`config.mk`:
```
export PLATFORM = sky130hd
export DESIGN_NAME = acc_core_param
export DESIGN_NICKNAME = d
export VERILOG_FILES = /design/src/rtl/acc_core_pkg.sv /design/src/rtl/acc_core_param_seq_muldiv.sv /design/src/rtl/acc_core_param.sv
export SDC_FILE = /design/constraint.sdc
export NUM_CORES = 1
export LEC_CHECK = 0
export ABC_AREA = 1
export BUFFER_PORTS_ARGS = -buffer_cell sky130_fd_sc_hd__buf_2
export CELL_PAD_IN_SITES_DETAIL_PLACEMENT = 0
export CELL_PAD_IN_SITES_GLOBAL_PLACEMENT = 1
export CORE_UTILIZATION = 46
export DETAILED_ROUTE_END_ITERATION = 6
export GPL_TIMING_DRIVEN = 0
export PLACE_DENSITY = 0.88
export SLEW_MARGIN = 20
export SYNTH_ARGS = -nofsm -noshare
export SYNTH_HDL_FRONTEND = slang
export SYNTH_SLANG_ARGS = --single-unit
```
`constraint.sdc`:
```
create_clock -name clk -period 3 [get_ports clk]
set_input_delay 0.3 -clock clk [delete_from_list [all_inputs] [get_ports clk]]
set_output_delay 0.3 -clock clk [all_outputs]
set_load 0.03 [all_outputs]
```
`src/rtl/acc_core_pkg.sv`:
```
// Shared opcodes, ALU sub-ops and FSM state encoding for the
// parametrised accumulator core.
package acc_core_pkg;

   localparam logic [3:0] OP_ALU0 = 4'h0;
   localparam logic [3:0] OP_ADD  = 4'h1;
   localparam logic [3:0] OP_SUB  = 4'h2;
   localparam logic [3:0] OP_MUL  = 4'h3;
   localparam logic [3:0] OP_DIV  = 4'h4;
   localparam logic [3:0] OP_AND  = 4'h5;
   localparam logic [3:0] OP_XOR  = 4'h6;
   localparam logic [3:0] OP_CMP  = 4'h7;
   localparam logic [3:0] OP_BRC  = 4'h8;
   localparam logic [3:0] OP_MOV  = 4'h9;
   localparam logic [3:0] OP_STA  = 4'hA;
   localparam logic [3:0] OP_RET  = 4'hB;
   localparam logic [3:0] OP_ADC  = 4'hC;
   localparam logic [3:0] OP_HLT  = 4'hF;

   localparam logic [3:0] SUB_NOP = 4'h0;
   localparam logic [3:0] SUB_SHL = 4'h1;
   localparam logic [3:0] SUB_SHR = 4'h2;
   localparam logic [3:0] SUB_ROR = 4'h3;
   localparam logic [3:0] SUB_ROL = 4'h4;
   localparam logic [3:0] SUB_ASR = 4'h5;
   localparam logic [3:0] SUB_INC = 4'h6;
   localparam logic [3:0] SUB_DEC = 4'h7;
   localparam logic [3:0] SUB_HLT = 4'hF;

   typedef enum logic [1:0] {
      IDLE = 2'd0,
      MUL  = 2'd1,
      DIV  = 2'd2,
      DONE = 2'd3
   } state_e;

endpackage

```
`src/rtl/acc_core_param_seq_muldiv.sv`:
```
// Sequential unsigned multiplier (shift-add) and restoring divider.
// One iteration per clock; done flags the cycle of the final iteration.
module seq_muldiv #(
   parameter int DW = 8
) (
   input  logic          clk,
   input  logic          rstn,
   input  logic          start,
   input  logic          op,
   input  logic [DW-1:0] a,
   input  logic [DW-1:0] b,
   output logic          done,
   output logic [DW-1:0] hi,
   output logic [DW-1:0] lo
);

   localparam int CW = $clog2(DW + 1);

   logic [CW-1:0] cnt_q, cnt_d;
   logic [DW-1:0] hi_q, hi_d;
   logic [DW-1:0] lo_q, lo_d;
   logic [DW-1:0] b_q, b_d;
   logic          op_q, op_d;
   logic [DW:0]   sum;
   logic [DW:0]   shifted;
   logic          ge;

   always_comb begin
      cnt_d   = cnt_q;
      hi_d    = hi_q;
      lo_d    = lo_q;
      b_d     = b_q;
      op_d    = op_q;
      sum     = '0;
      shifted = '0;
      ge      = 1'b0;
      if (start) begin
         cnt_d = CW'(DW);
         hi_d  = '0;
         lo_d  = a;
         b_d   = b;
         op_d  = op;
      end else if (cnt_q != '0) begin
         cnt_d = cnt_q - CW'(1);
         if (!op_q) begin
            sum  = {1'b0, hi_q} + (lo_q[0] ? {1'b0, b_q} : '0);
            hi_d = sum[DW:1];
            lo_d = {sum[0], lo_q[DW-1:1]};
         end else begin
            // partial remainder gains one dividend bit; subtract only if it fits
            shifted = {hi_q, lo_q[DW-1]};
            ge      = (shifted >= {1'b0, b_q});
            lo_d    = {lo_q[DW-2:0], ge};
            hi_d    = ge ? DW'(shifted - {1'b0, b_q}) : shifted[DW-1:0];
         end
      end
   end

   always_ff @(posedge clk or negedge rstn) begin
      if (!rstn) begin
         cnt_q <= '0;
         hi_q  <= '0;
         lo_q  <= '0;
         b_q   <= '0;
         op_q  <= 1'b0;
      end else begin
         cnt_q <= cnt_d;
         hi_q  <= hi_d;
         lo_q  <= lo_d;
         b_q   <= b_d;
         op_q  <= op_d;
      end
   end

   assign done = (cnt_q == CW'(1));
   assign hi   = hi_q;
   assign lo   = lo_q;

endmodule

```
`src/rtl/acc_core_param.sv`:
```
// Parametrised accumulator core: valid/ready instruction intake, register
// file, single-cycle ALU and multi-cycle MUL/DIV via seq_muldiv.
//
//   state | meaning
//   IDLE  | accepting instructions (unless halted)
//   MUL   | shift-add iterations in progress
//   DIV   | restoring-divide iterations in progress
//   DONE  | write product/quotient back to acc/ext
module acc_core_param
   import acc_core_pkg::*;
#(
   parameter int DW   = 8,
   parameter int NREG = 16,
   parameter int PCW  = 8
) (
   input  logic           clk,
   input  logic           rstn,
   input  logic           instr_valid,
   output logic           instr_ready,
   input  logic [3:0]     opcode,
   input  logic [3:0]     regaddr,
   output logic [DW-1:0]  acc,
   output logic [DW-1:0]  ext,
   output logic           carry_borrow,
   output logic [PCW-1:0] pc,
   output logic           busy,
   output logic           div_by_zero,
   output logic           halted
);

   localparam int RAW = (NREG > 1) ? $clog2(NREG) : 1;

   state_e         state_q, state_d;
   logic [DW-1:0]  acc_q, acc_d;
   logic [DW-1:0]  ext_q, ext_d;
   logic           cb_q, cb_d;
   logic [PCW-1:0] pc_q, pc_d;
   logic           halted_q, halted_d;
   logic           dbz_q, dbz_d;
   logic           div_q, div_d;
   logic [DW-1:0]  regs_q [NREG];

   logic [RAW-1:0] raddr;
   logic [DW-1:0]  ri;
   logic [PCW-1:0] ri_pc;
   logic           accept;
   logic           reg_we;
   logic           md_start;
   logic           md_op;
   logic           md_done;
   logic [DW-1:0]  md_hi;
   logic [DW-1:0]  md_lo;

   assign raddr       = regaddr[RAW-1:0];
   assign ri          = regs_q[raddr];
   assign ri_pc       = PCW'(ri);
   assign instr_ready = (state_q == IDLE) && !halted_q;
   assign accept      = instr_valid && instr_ready;

   always_comb begin
      state_d  = state_q;
      acc_d    = acc_q;
      ext_d    = ext_q;
      cb_d     = cb_q;
      pc_d     = pc_q;
      halted_d = halted_q;
      dbz_d    = 1'b0;
      div_d    = div_q;
      reg_we   = 1'b0;
      md_start = 1'b0;
      md_op    = 1'b0;
      case (state_q)
         IDLE: begin
            if (accept) begin
               pc_d = pc_q + PCW'(1);
               case (opcode)
                  OP_ALU0: begin
                     case (regaddr)
                        SUB_SHL: acc_d = acc_q << 1;
                        SUB_SHR: acc_d = acc_q >> 1;
                        SUB_ROR: acc_d = {acc_q[0], acc_q[DW-1:1]};
                        SUB_ROL: acc_d = {acc_q[DW-2:0], acc_q[DW-1]};
                        SUB_ASR: acc_d = {acc_q[DW-1], acc_q[DW-1:1]};
                        SUB_INC: {cb_d, acc_d} = {1'b0, acc_q} + (DW+1)'(1);
                        SUB_DEC: begin
                           acc_d = acc_q - DW'(1);
                           cb_d  = (acc_q == '0);
                        end
                        default: ;
                     endcase
                  end
                  OP_ADD: {cb_d, acc_d} = {1'b0, acc_q} + {1'b0, ri};
                  OP_ADC: {cb_d, acc_d} = {1'b0, acc_q} + {1'b0, ri} + (DW+1)'(cb_q);
                  OP_SUB: begin
                     acc_d = acc_q - ri;
                     cb_d  = (acc_q < ri);
                  end
                  OP_MUL: begin
                     md_start = 1'b1;
                     div_d    = 1'b0;
                     state_d  = MUL;
                  end
                  OP_DIV: begin
                     // zero divisor resolves in one cycle, never enters DIV
                     if (ri == '0) begin
                        acc_d = '1;
                        ext_d = acc_q;
                        cb_d  = 1'b1;
                        dbz_d = 1'b1;
                     end else begin
                        md_start = 1'b1;
                        md_op    = 1'b1;
                        div_d    = 1'b1;
                        state_d  = DIV;
                     end
                  end
                  OP_AND: acc_d = acc_q & ri;
                  OP_XOR: acc_d = acc_q ^ ri;
                  OP_CMP: cb_d = (acc_q < ri);
                  OP_BRC: if (cb_q) pc_d = ri_pc;
                  OP_MOV: acc_d = ri;
                  OP_STA: reg_we = 1'b1;
                  OP_RET: pc_d = ri_pc;
                  OP_HLT: if (regaddr == SUB_HLT) halted_d = 1'b1;
                  default: ;
               endcase
            end
         end
         MUL, DIV: begin
            if (md_done) state_d = DONE;
         end
         DONE: begin
            acc_d   = md_lo;
            ext_d   = md_hi;
            if (div_q) cb_d = 1'b0;
            state_d = IDLE;
         end
         default: state_d = IDLE;
      endcase
   end

   always_ff @(posedge clk or negedge rstn) begin
      if (!rstn) begin
         state_q  <= IDLE;
         acc_q    <= '0;
         ext_q    <= '0;
         cb_q     <= 1'b0;
         pc_q     <= '0;
         halted_q <= 1'b0;
         dbz_q    <= 1'b0;
         div_q    <= 1'b0;
      end else begin
         state_q  <= state_d;
         acc_q    <= acc_d;
         ext_q    <= ext_d;
         cb_q     <= cb_d;
         pc_q     <= pc_d;
         halted_q <= halted_d;
         dbz_q    <= dbz_d;
         div_q    <= div_d;
      end
   end

   always_ff @(posedge clk or negedge rstn) begin
      if (!rstn) begin
         for (int i = 0; i < NREG; i++) regs_q[i] <= DW'(i);
      end else if (reg_we) begin
         regs_q[raddr] <= acc_q;
      end
   end

   seq_muldiv #(.DW(DW)) u_muldiv (
      .clk   (clk),
      .rstn  (rstn),
      .start (md_start),
      .op    (md_op),
      .a     (acc_q),
      .b     (ri),
      .done  (md_done),
      .hi    (md_hi),
      .lo    (md_lo)
   );

   assign acc          = acc_q;
   assign ext          = ext_q;
   assign carry_borrow = cb_q;
   assign pc           = pc_q;
   assign busy         = (state_q != IDLE);
   assign div_by_zero  = dbz_q;
   assign halted       = halted_q;

endmodule

```
==> out/qor.yml <==
outcome: "finished with violations"
violations: "setup timing"
peakVddDrop_v: 0.000449
max_slew.worst_pin.slew_ns: 0.749
drt_wl_total_um: 39100
cts_root_buf: "clkbuf_16"
cts_buffers: 17
worst_r2r_endpoint: "carry_borrow"
netlist.area_leader.share_pct: 32.8
antenna_found_initial: 0
yosys.area_share.adder_pct: 5.13
cp_num_buf_inv: 2
start_util_pct: 46.9
critPathMostFrequentCell: "nand2_1"
ioPinCount: 40
grt_max_degree: 99
synth_cell_types: 49
drv_slew: 0
synth_area_leaders: "dfrtp_1 (33%), nand2_1 (21%), o21ai_0 (8.1%)"
vias: 11900
drtAntennaViolNets: 0
routedWlPerCell_um: 18.4
layout_common_cells: "nand2_1 (654), o21ai_0 (183), dfrtp_1 (154)"
syn_nets: 1761
cpLargestDelayFamily: "simple AND/OR/NAND/NOR gates"
synth_top_family_by_area: "simple AND/OR/NAND/NOR gates"
synth_area_um2: 11800
muxShareOfSynthArea_pct: 0
slew_headroom_pct: 49.9
power.density_nw_per_um2: 742
synth_xor_area_share_pct: 0.741
cp-end-kind: "flip-flop"
syn_area_per_cell_um2: 6.93
final_common_cell: "nand2_1"
post-route-drc-count: 0
diodes: 0
dp_hpwl_um: 28200
ys_warn_count: 0
post-route-period-util_pct: 100
place_inst: 2073
hold_viol: 0
numPortBuffers: 38
cts_tree: "done"
fin_worst_skew_ns: 0.0154
max-cap-violations: 0
worst_slack_ns: -0.0117
dieArea_um2: 26300
rsz0062_at_grt: "yes"
coreArea_um2: 25200
synth_ff_type: "dfrtp_1"
ys_seq_area_share_pct: 39.9
gp_congestion: 0.918
cts_max_level: 4
synth_edf_count: 0
crit_start: "regs_q[89]"
cp.depth: 20
cp_data_required_time_ns: 3.39
power_leakage_uw: 0.00664
crit_fanout: 3
async_flop_share_pct: 100
synth_top_area_cell: "dfrtp_1"
criticalPathCategory: "reg2reg"
first_pass_iters: 6
fin_util_pct: 53.5
start_kind: "flip-flop"
worst-r2r-setup-slack_ns: -0.01
worstPathArrival_ns: 3.40
slowest_delay_ns: 0.61
clk_latency_ns: 0.45
crit_path_end: "carry_borrow"
cts_num_sinks: 187
viasPerCell: 5.60
syn_inst: 1704
yosys.area_share.simple_pct: 33.5
synth_compound_area_share_pct: 13.7
dp_slack_ns: -0.952
clk_pin_slew_worst_paths_ns: 0.08
syn_to_final_growth_pct: 14.1
fin_crit_ns: 3.01
ys_ff_latch: 187
min_path_type: "in2reg"
max_freq_mhz: 332
cp_slowest_cell: "fa_2"
ctsLongestPathBuffers: 2
row_count: 58
rr_worst_depth: 20
first_iter_violations: 1179
grt_pass1_vias: 11100
drive_above_1_share_pct: 14.1
die_width_um: 162
crit_chain: "nand2_1, nand2_1, nand2_1, nand3_1, nand2_1, nand2_1, nor2_4, inv_2, fa_2, ha_4, inv_2, nor2_4, nand2_2, nor2_4, nand3_2, o21bai_1, nand3_2, nand2_2, nand3_1, nand2_1"
overflow: 0
setup_viol: 1
finalNetCount: 1832
final_cells: 2118
rr_startpoint: "regs_q[89]"
fp.dieH_um: 162
grt_first_pass_wirelength_um: 61700
track_usage_pct: 30.6
[per-layer routing]
layer  track usage (%)  share of wire, %
met1              45.2                46
met2              45.6                44
met3              5.08               7.6
met4              9.39               2.6
met5                 0                 0
[synthesized netlist by cell type, types with 2 or more instances]
master       n
xnor2_1      5
nand2_1    675
o211ai_1     3
a21oi_2      2
nor3_1      11
inv_2        5
nor2_1      77
o22ai_1      7
buf_6        4
ha_1        42
fa_1         4
dfstp_2     32
xor2_1       5
a22oi_1      2
nand4_1     11
or2_2       13
dfrtp_1    155
o311ai_0     2
a31oi_1      4
o21a_1      10
nand3_1    152
o21ai_1      3
buf_4        3
a21oi_1     52
clkbuf_1    59
o2111ai_1    3
nand3_2      2
buf_2       18
a21boi_0     2
nand2_2      3
a211oi_1     4
inv_1      114
o21ai_0    191
nand3b_1     2
nor2_2      13
[per-stage QoR]
stage          total power, uW  setup TNS (ns)  cell area [um^2]  hold slack (ns)
4_1_cts                   9830          -0.255             13200            0.317
3_5_place_dp              7460           -6.76             12500            0.388
6_report                 10000         -0.0117             13500            0.331
2_1_floorplan             6150               0             11800          0.00441
3_3_place_gp              7400         -243.97             12400            0.465
5_1_grt                  10700           -1.03             13500            0.393
[area by class of cell]
type / count / area, um^2
fill: 2511 / 11700
sequential: 187 / 4720
clock buffer: 18 / 429
buffer: 81 / 390
multi-input combinational: 1312 / 6550
clock inverter: 14 / 165
timing repair buffer: 56 / 358
inverter: 120 / 454
tap: 330 / 413
[sequential cells by signal, indices dropped and copies added, names as in the netlist]
name / cells
regs_q: 128
acc: 8
ext: 8
pc: 8
u_muldiv.b_q: 8
u_muldiv.hi: 8
u_muldiv.lo: 8
u_muldiv.cnt_q: 4
state_q: 2
carry_borrow: 1
div_by_zero: 1
div_q: 1
halted: 1
u_muldiv.op_q: 1
[report_power, final]
group          internal, uW  total, uW  leakage, uW  switching, uW
registers              2880       3300      0.00242            427
clock network          1130       2310     0.000283           1190
logic                  1390       4380      0.00393           2990
total                  5400      10000      0.00664           4610
[how the worst min path moves through the flow]
stage | from | to | slack [ns] | cells past startpoint
2_1_floorplan | rstn | acc[0] | 0.004 | 0
3_3_place_gp | regs_q[115] | regs_q[115] | 0.47 | 2
3_5_place_dp | rstn | regs_q[92] | 0.39 | 1
4_1_cts | opcode[3] | u_muldiv.op_q | 0.32 | 4
5_1_grt | opcode[3] | div_q | 0.39 | 4
6_report | opcode[3] | u_muldiv.op_q | 0.33 | 4
[kinds of logic after synthesis]
group	count (synthesis)
AND/OR/NAND/NOR	961
XOR/XNOR	10
flip-flops	187
buffers and inverters	205
adder cells (fa/ha/maj)	46
AO/OA/AOI/OAI	295
[timing repair]
action,CTS,global route
hold buffers,1,0
gates resized for setup,23,81
hold endpoints to repair,77,0
pin swaps,14,33
setup endpoints to repair,9,98
buffers inserted,7,9
[worst min-delay path: stages]
cell     delay, ns
buf_2         0.12
nor2_2        0.13
nand3_1       0.13
nand2_1       0.06
(Power assumes the default switching activity.)
